[src/rtl/dcp_pkg.sv]
// Shared types and helpers for the datapath-status printer.
package dcp_pkg;

  localparam logic [7:0] AsciiEq = 8'h3D;
  localparam logic [7:0] AsciiSp = 8'h20;
  localparam logic [7:0] AsciiCr = 8'h0D;
  localparam logic [7:0] AsciiLf = 8'h0A;

  typedef enum logic [2:0] {
    StIdle,
    StLabel,
    StEq,
    StHex,
    StSep,
    StEol,
    StDone
  } dcp_state_e;

  // Uppercase hex digit for one nibble.
  function automatic logic [7:0] hex_to_ascii(input logic [3:0] nib);
    return (nib < 4'd10) ? (8'h30 + {4'h0, nib}) : (8'h37 + {4'h0, nib});
  endfunction

  // Lowest set mask bit at or above 'from'; 16 means none.
  function automatic logic [4:0] next_set_bit(input logic [15:0] mask, input logic [4:0] from);
    logic [4:0] res;
    res = 5'd16;
    for (int i = 15; i >= 0; i--) begin
      if ((5'(i) >= from) && mask[i]) res = 5'(i);
    end
    return res;
  endfunction

endpackage

[src/rtl/dcp_tx_byte_reg.sv]
// Byte holding register for the TX handshake: contents change only on a load,
// so a stalled byte stays put until the sink takes it.
module dcp_tx_byte_reg (
  input  logic       clk,
  input  logic       rst,
  input  logic       load,
  input  logic       load_vld,
  input  logic [7:0] load_byte,
  input  logic       rdy_tx,
  output logic       vld_tx,
  output logic [7:0] d_tx,
  output logic       xfer
);

  logic       vld_q, vld_d;
  logic [7:0] byte_q, byte_d;

  // Next contents: replace on load, otherwise hold.
  always_comb begin
    vld_d  = vld_q;
    byte_d = byte_q;
    if (load) begin
      vld_d  = load_vld;
      byte_d = load_byte;
    end
  end

  // Holding register with synchronous reset.
  always_ff @(posedge clk) begin
    if (rst) begin
      vld_q  <= 1'b0;
      byte_q <= 8'h00;
    end else begin
      vld_q  <= vld_d;
      byte_q <= byte_d;
    end
  end

  assign vld_tx = vld_q;
  assign d_tx   = byte_q;
  assign xfer   = vld_q & rdy_tx;

endmodule

[src/rtl/dcp_status_printer.sv]
// Datapath-status printer: snapshots NUM_CH words on start and streams
// "LBL=HHHH LBL=HHHH\r\n" over a valid/ready byte interface.
// Optional macro DCP_STATUS_LZS_EN suppresses leading zero nibbles per channel.
// The position registers describe the byte currently held in the TX register;
// on each load the successor position is computed and its byte rendered.
module dcp_status_printer
  import dcp_pkg::*;
#(
  parameter int unsigned          NUM_CH = 9,
  parameter int unsigned          DATA_W = 32,
  parameter logic [NUM_CH*32-1:0] LABELS = {NUM_CH{32'h20202020}}
) (
  input  logic                     clk,
  input  logic                     rst,
  input  logic                     start,
  input  logic [NUM_CH*DATA_W-1:0] data_in,
  input  logic [NUM_CH-1:0]        ch_mask,
  output logic                     busy,
  output logic                     done,
  input  logic                     rdy_tx,
  output logic                     vld_tx,
  output logic [7:0]               d_tx
);

  localparam int unsigned NDIG  = DATA_W / 4;
  localparam int unsigned NIB_W = (NDIG > 1) ? $clog2(NDIG) : 1;

  typedef struct packed {
    dcp_state_e       st;
    logic [4:0]       ch;
    logic [2:0]       lbl;  // label char index; in EOL bit 0 selects LF
    logic [NIB_W-1:0] nib;
  } pos_t;

  localparam pos_t PosRst = '{st: StIdle, ch: 5'd0, lbl: 3'd0, nib: '0};

  pos_t                     pos_q, pos_d;
  logic [NUM_CH*DATA_W-1:0] data_q, data_d;
  logic [NUM_CH-1:0]        mask_q, mask_d;
  logic                     load, load_vld, xfer;
  logic [7:0]               load_byte;
  logic [2:0]               nxt_lbl;
  logic [4:0]               nxt_ch;

  function automatic logic [7:0] lbl_char(input logic [4:0] c, input logic [1:0] k);
    logic [31:0] f;
    logic [4:0]  sh;
    f = '0;
    for (int i = 0; i < NUM_CH; i++) begin
      if (5'(i) == c) f = LABELS[i*32 +: 32];
    end
    sh = 5'd24 - {k, 3'b000};
    return f[sh +: 8];
  endfunction

  // First non-NUL label char at or after 'from'; 4 means none left.
  function automatic logic [2:0] first_lbl(input logic [4:0] c, input logic [2:0] from);
    logic [2:0] res;
    res = 3'd4;
    for (int k = 3; k >= 0; k--) begin
      if ((3'(k) >= from) && (lbl_char(c, 2'(k)) != 8'h00)) res = 3'(k);
    end
    return res;
  endfunction

  function automatic logic [DATA_W-1:0] word_of(input logic [NUM_CH*DATA_W-1:0] d,
                                                input logic [4:0] c);
    logic [DATA_W-1:0] w;
    w = '0;
    for (int i = 0; i < NUM_CH; i++) begin
      if (5'(i) == c) w = d[i*DATA_W +: DATA_W];
    end
    return w;
  endfunction

  // Index of the first digit printed for a word.
  function automatic logic [NIB_W-1:0] first_nib(input logic [DATA_W-1:0] w);
    logic [NIB_W-1:0] res;
`ifdef DCP_STATUS_LZS_EN
    res = '0;
    for (int i = 0; i < NDIG; i++) begin
      if (w[i*4 +: 4] != 4'h0) res = NIB_W'(i);
    end
`else
    res = NIB_W'(NDIG - 1);
    if (w == '0) res = NIB_W'(NDIG - 1);  // word unused without suppression
`endif
    return res;
  endfunction

  // Position of the first byte of channel c (c == 16 means no channel left).
  function automatic pos_t enter(input logic [4:0] c);
    pos_t p;
    p    = PosRst;
    p.ch = c;
    if (c[4]) begin
      p.st = StEol;
    end else begin
      p.lbl = first_lbl(c, 3'd0);
      p.st  = p.lbl[2] ? StEq : StLabel;
    end
    return p;
  endfunction

  function automatic logic [7:0] render(input pos_t p, input logic [NUM_CH*DATA_W-1:0] d);
    logic [7:0] b;
    unique case (p.st)
      StLabel: b = lbl_char(p.ch, p.lbl[1:0]);
      StEq:    b = AsciiEq;
      StHex:   b = hex_to_ascii(4'(word_of(d, p.ch) >> {p.nib, 2'b00}));
      StSep:   b = AsciiSp;
      StEol:   b = p.lbl[0] ? AsciiLf : AsciiCr;
      default: b = 8'h00;
    endcase
    return b;
  endfunction

  // Sequencer: accept start in idle, advance one position per transferred byte.
  always_comb begin
    pos_d    = pos_q;
    data_d   = data_q;
    mask_d   = mask_q;
    load     = 1'b0;
    load_vld = 1'b1;
    nxt_lbl  = 3'd0;
    nxt_ch   = 5'd0;
    unique case (pos_q.st)
      StIdle: begin
        if (start) begin
          load   = 1'b1;
          data_d = data_in;
          mask_d = ch_mask;
          pos_d  = enter(next_set_bit(16'(ch_mask), 5'd0));
        end
      end
      StDone: pos_d.st = StIdle;
      default: begin
        if (xfer) begin
          load = 1'b1;
          unique case (pos_q.st)
            StLabel: begin
              nxt_lbl = first_lbl(pos_q.ch, pos_q.lbl + 3'd1);
              if (nxt_lbl[2]) pos_d.st = StEq;
              else            pos_d.lbl = nxt_lbl;
            end
            StEq: begin
              pos_d.st  = StHex;
              pos_d.nib = first_nib(word_of(data_q, pos_q.ch));
            end
            StHex: begin
              if (pos_q.nib != '0) begin
                pos_d.nib = pos_q.nib - 1'b1;
              end else begin
                nxt_ch = next_set_bit(16'(mask_q), pos_q.ch + 5'd1);
                if (nxt_ch[4]) begin
                  pos_d.st  = StEol;
                  pos_d.lbl = 3'd0;
                end else begin
                  pos_d.st = StSep;
                  pos_d.ch = nxt_ch;
                end
              end
            end
            StSep: pos_d = enter(pos_q.ch);
            StEol: begin
              if (!pos_q.lbl[0]) begin
                pos_d.lbl = 3'd1;
              end else begin
                pos_d.st = StDone;
                load_vld = 1'b0;
              end
            end
            default: ;
          endcase
        end
      end
    endcase
    load_byte = render(pos_d, data_d);
  end

  // Position and snapshot registers.
  always_ff @(posedge clk) begin
    if (rst) begin
      pos_q  <= PosRst;
      data_q <= '0;
      mask_q <= '0;
    end else begin
      pos_q  <= pos_d;
      data_q <= data_d;
      mask_q <= mask_d;
    end
  end

  dcp_tx_byte_reg u_tx_reg (
    .clk       (clk),
    .rst       (rst),
    .load      (load),
    .load_vld  (load_vld),
    .load_byte (load_byte),
    .rdy_tx    (rdy_tx),
    .vld_tx    (vld_tx),
    .d_tx      (d_tx),
    .xfer      (xfer)
  );

  assign busy = (pos_q.st != StIdle) && (pos_q.st != StDone);
  assign done = (pos_q.st == StDone);

endmodule

[config.mk]
export PLATFORM = sky130hd
export DESIGN_NAME = dcp_status_printer
export DESIGN_NICKNAME = d
export VERILOG_FILES = /design/src/rtl/dcp_pkg.sv /design/src/rtl/dcp_tx_byte_reg.sv /design/src/rtl/dcp_status_printer.sv
export SDC_FILE = /design/constraint.sdc
export NUM_CORES = 1
export LEC_CHECK = 0
export CAP_MARGIN = 30
export CORE_UTILIZATION = 45
export CTS_CLUSTER_DIAMETER = 40
export DETAILED_ROUTE_END_ITERATION = 16
export PLACE_DENSITY_LB_ADDON = 0.05
export SYNTH_ARGS = -nofsm -noshare
export SYNTH_HDL_FRONTEND = slang
export SYNTH_HIERARCHICAL = 1
export SYNTH_SLANG_ARGS = --single-unit
[constraint.sdc]
create_clock -name clk -period 16.5 [get_ports clk]
set_clock_uncertainty 0.1 [all_clocks]
set_input_delay 4.125 -clock clk [delete_from_list [all_inputs] [get_ports clk]]
set_output_delay 4.125 -clock clk [all_outputs]
set_load 0.01 [all_outputs]
==> results.ini <==
[clocking]
cts.clk_slew.worst_paths_ns = 0.05
cts-resized-gates = 0
cts_root_buf = clkbuf_16
htreeDepth = 2
clk_latency_ns = 0.55
cts_tree = built
cts_made_buffers = 46
post_cts.repair.setup_buffers = 0
hold_buffers = 0
cts.sinks = 320
clk_path_buf_depth = 3

[routing]
dr_total_vias = 16300
drtPass1Iterations = 5
drt_iter0_drc = 1509
drc_errors = 0
vias_per_cell = 6.08
ant_nets = 0
wl_per_cell_microns = 24.4
wl_microns = 65500

[synthesis]
synthesis.area_sq_mm = 0.0163
synth_nets = 2275
syn_area_per_cell_sq_um = 8.30
synth-main-ff-cell = dfxtp_1
yosysSeqAreaShare = 0.393
synth_cell_types = 102
synth.area.top_cells = dfxtp_1, mux2i_1, nor2_1, nand2_1, a21oi_1
yosys.area.top_type = dfxtp_1
synth.top_cell.area_share = 0.393
synthCells = 1963
synth_seq_cells = 320
yosysWarningCount = 6
ys_async_sr_fraction = 0
synth_edf_count = 0

[grt]
grt_pass1_wl_microns = 95700
busiest_layer = met2
grt_usage = 0.347
grt_start_max_net_pins = 152
grtUsageMet3 = 0.0536
antenna_found_initial = 0
met1_usage = 0.465
met2_usage = 0.560
gr-total-overflow = 0
grt_pass1_vias = 15600

[floorplan]
boundaryPins = 312
dieArea_sq_mm = 0.0370
core_area_sq_mm = 0.0356
num_rows = 69
die_y_microns = 192
die_w_microns = 192
initial_utilization = 0.458

[min_path]
hold_path.startpoint = data_q[25]
hold_class = reg2reg
min_to = data_q[25]
worstHoldPathCells = 2

[final_layout]
finalNonFillerCells = 2687
drive_above_1_share = 0.0741
seqCellArea_sq_mm = 0.00641
fillCellCount = 3209
nets = 2501
area_delta_synth_final_pct = 29.8
multi_input_area_sq_mm = 0.00912
diodes = 0

[placement]
io_buffers = 311
placed_cells = 2601
dp_slack_ns = 6.37
finalWeightedCongestion = 0.962
hpwl_microns = 47700

[setup_path]
path_max_fanout = 21
critPathLaunchType = input port
ff2ff_setup_slack_ns = 9.86
crit_family = simple AND/OR/NAND/NOR gates
slowest_stage = a211o_1
rr_startpoint = pos_q[6]
path_buf_inv = 3
ff2ff_path_depth = 21
arrival_ns = 10.07
cp-end-kind = register
crit_type = in2reg
slowest_delay_ns = 0.85
critical_path.reg2reg.endpoint = u_tx_reg/d_tx[4]
path_cells = clkdlybuf4s50_1 -> and2_1 -> and3b_2 -> nand3_2 -> a311o_1 -> a211oi_1 -> a211o_1 -> nor3_1 -> buf_4 -> nand2_1 -> o22ai_1 -> o41ai_1 -> or4bb_1 -> o211ai_2 -> ha_1 -> inv_1 -> nor3_1 -> o31ai_1 -> mux2i_1 -> nor2_1
required_ns = 16.81
crit_top_cell = nor3_1

[timing]
finalMaxSlewViolations = 0
tightest_slew_ns = 1.08
hold_violations = 0
min_period_ns = 9.76
finalSetupTns_ns = 0
setup_violations = 0
max_freq_ghz = 0.102
hold_slack_ns = 0.352
grt_setup_unrepaired = false
finalCritPeriodShare = 0.591
finalWorstSetupSlack_ns = 6.74
relSlewSlack = 0.283

[outcome]
outcome = complete, no violations

[pwr]
irDropWorstVdd_mv = 0.160
p_per_area_mw_per_mm2 = 108
p_leak_uw = 0.00875
finalPower_uw = 2280

[job]
maxCapViolations = 0

## state kept, by name (all words and copies together), names as in the netlist, named ones only
name             count
mask_q               9
pos_q               13
u_tx_reg/d_tx        8
u_tx_reg/vld_tx      1
data_q             288
## per-stage QoR
stage                util  instance area [sq um]
floorplan               -                  16300
global placement    0.549                  19500
detailed placement  0.549                  19500
CTS                 0.594                  21100
global route        0.595                  21100
finish              0.595                  21100
## where the power goes
| part | total (uW) | switching (uW) | leakage, uW | internal (uW) |
|---|---|---|---|---|
| Sequential | 841 | 17.5 | 0.00263 | 823 |
| Combinational | 420 | 248 | 0.00534 | 172 |
| Clock | 1010 | 387 | 0.000778 | 628 |
| Total | 2280 | 652 | 0.00875 | 1620 |
## cells in the mapped netlist, types with 11 or more instances
| library cell | count |
|---|---|
| o21ai_0 | 69 |
| buf_1 | 20 |
| o22ai_1 | 27 |
| inv_1 | 18 |
| nor4_1 | 16 |
| buf_2 | 43 |
| nor2b_1 | 11 |
| a21oi_1 | 169 |
| clkbuf_1 | 89 |
| mux2i_1 | 229 |
| nand4_1 | 11 |
| a31oi_1 | 19 |
| and3_1 | 21 |
| a21o_1 | 14 |
| dfxtp_1 | 320 |
| nand3_1 | 41 |
| ha_1 | 11 |
| nor3_1 | 27 |
| a211oi_1 | 25 |
| o211ai_1 | 22 |
| nand2_1 | 252 |
| nor2_1 | 279 |
## worst reg2reg max path, stage by stage (launching register included)
cell and delay, ns:
dfxtp_1 0.59, inv_1 0.22, ha_1 0.43, inv_1 0.08, a311oi_1 0.44, a211oi_2 0.18, a211oi_2 0.46, a22oi_1 0.16
buf_4 0.24, a211oi_4 0.86, nand2_1 0.73, o211ai_1 0.38, a21oi_1 0.10, a41o_1 0.26, o22ai_2 0.33, inv_1 0.12
ha_1 0.23, inv_1 0.08, nor2_1 0.07, o31a_1 0.25, mux2i_1 0.13, nor2_1 0.06
## placed cells by master, fill, tap and decap left out, types with 19 or more instances in the layout
| cell type | instances |
|---|---|
| a211oi_1 | 24 |
| o21ai_0 | 69 |
| buf_4 | 26 |
| mux2i_1 | 229 |
| nand2_1 | 252 |
| o22ai_1 | 27 |
| clkbuf_16 | 47 |
| dfxtp_1 | 320 |
| a21oi_1 | 169 |
| clkdlybuf4s50_1 | 310 |
| and3_1 | 20 |
| nor3_1 | 27 |
| nand3_1 | 41 |
| o211ai_1 | 22 |
| a31oi_1 | 19 |
| nor2_1 | 279 |
## cell type report
cell class,count,share of cell area
Multi-Input combinational cell,1463,0.431
Inverter,18,0.00319
Clock buffer,57,0.0612
Tap cell,461,0.0273
Sequential cell,320,0.303
Clock inverter,28,0.0149
Timing Repair Buffer,340,0.159
## routing by layer
layer	part of all wire	routed length (microns)
met2	0.46	30200
met3	0.073	4750
met4	0.038	2500
met5	0	0
met1	0.43	28000
## how the worst max path moves through the flow
stage	start	to	slack [ns]	cells after the start
after detailed placement	rdy_tx	u_tx_reg/d_tx[2]	6.37	20
after CTS	rdy_tx	u_tx_reg/d_tx[2]	6.92	20
after floorplan	rdy_tx	u_tx_reg/d_tx[4]	8.41	21
final	rdy_tx	u_tx_reg/d_tx[2]	6.74	20
after global routing	rdy_tx	u_tx_reg/d_tx[6]	6.55	20
after global placement	start	u_tx_reg/d_tx[3]	6.49	17
## cells by family after synthesis
family                     count (synthesis)  synth area share
and+or+nand+nor                          714             0.194
AOI/OAI and AO/OA                        497             0.206
DFF                                      320             0.393
muxes                                    235             0.146
buffers and inverters                    180            0.0484
adders and majority gates                 11           0.00845
xor gates and xnor gates                   5           0.00315
other                                      1          0.000230
Power figures use the tool's default switching activity.
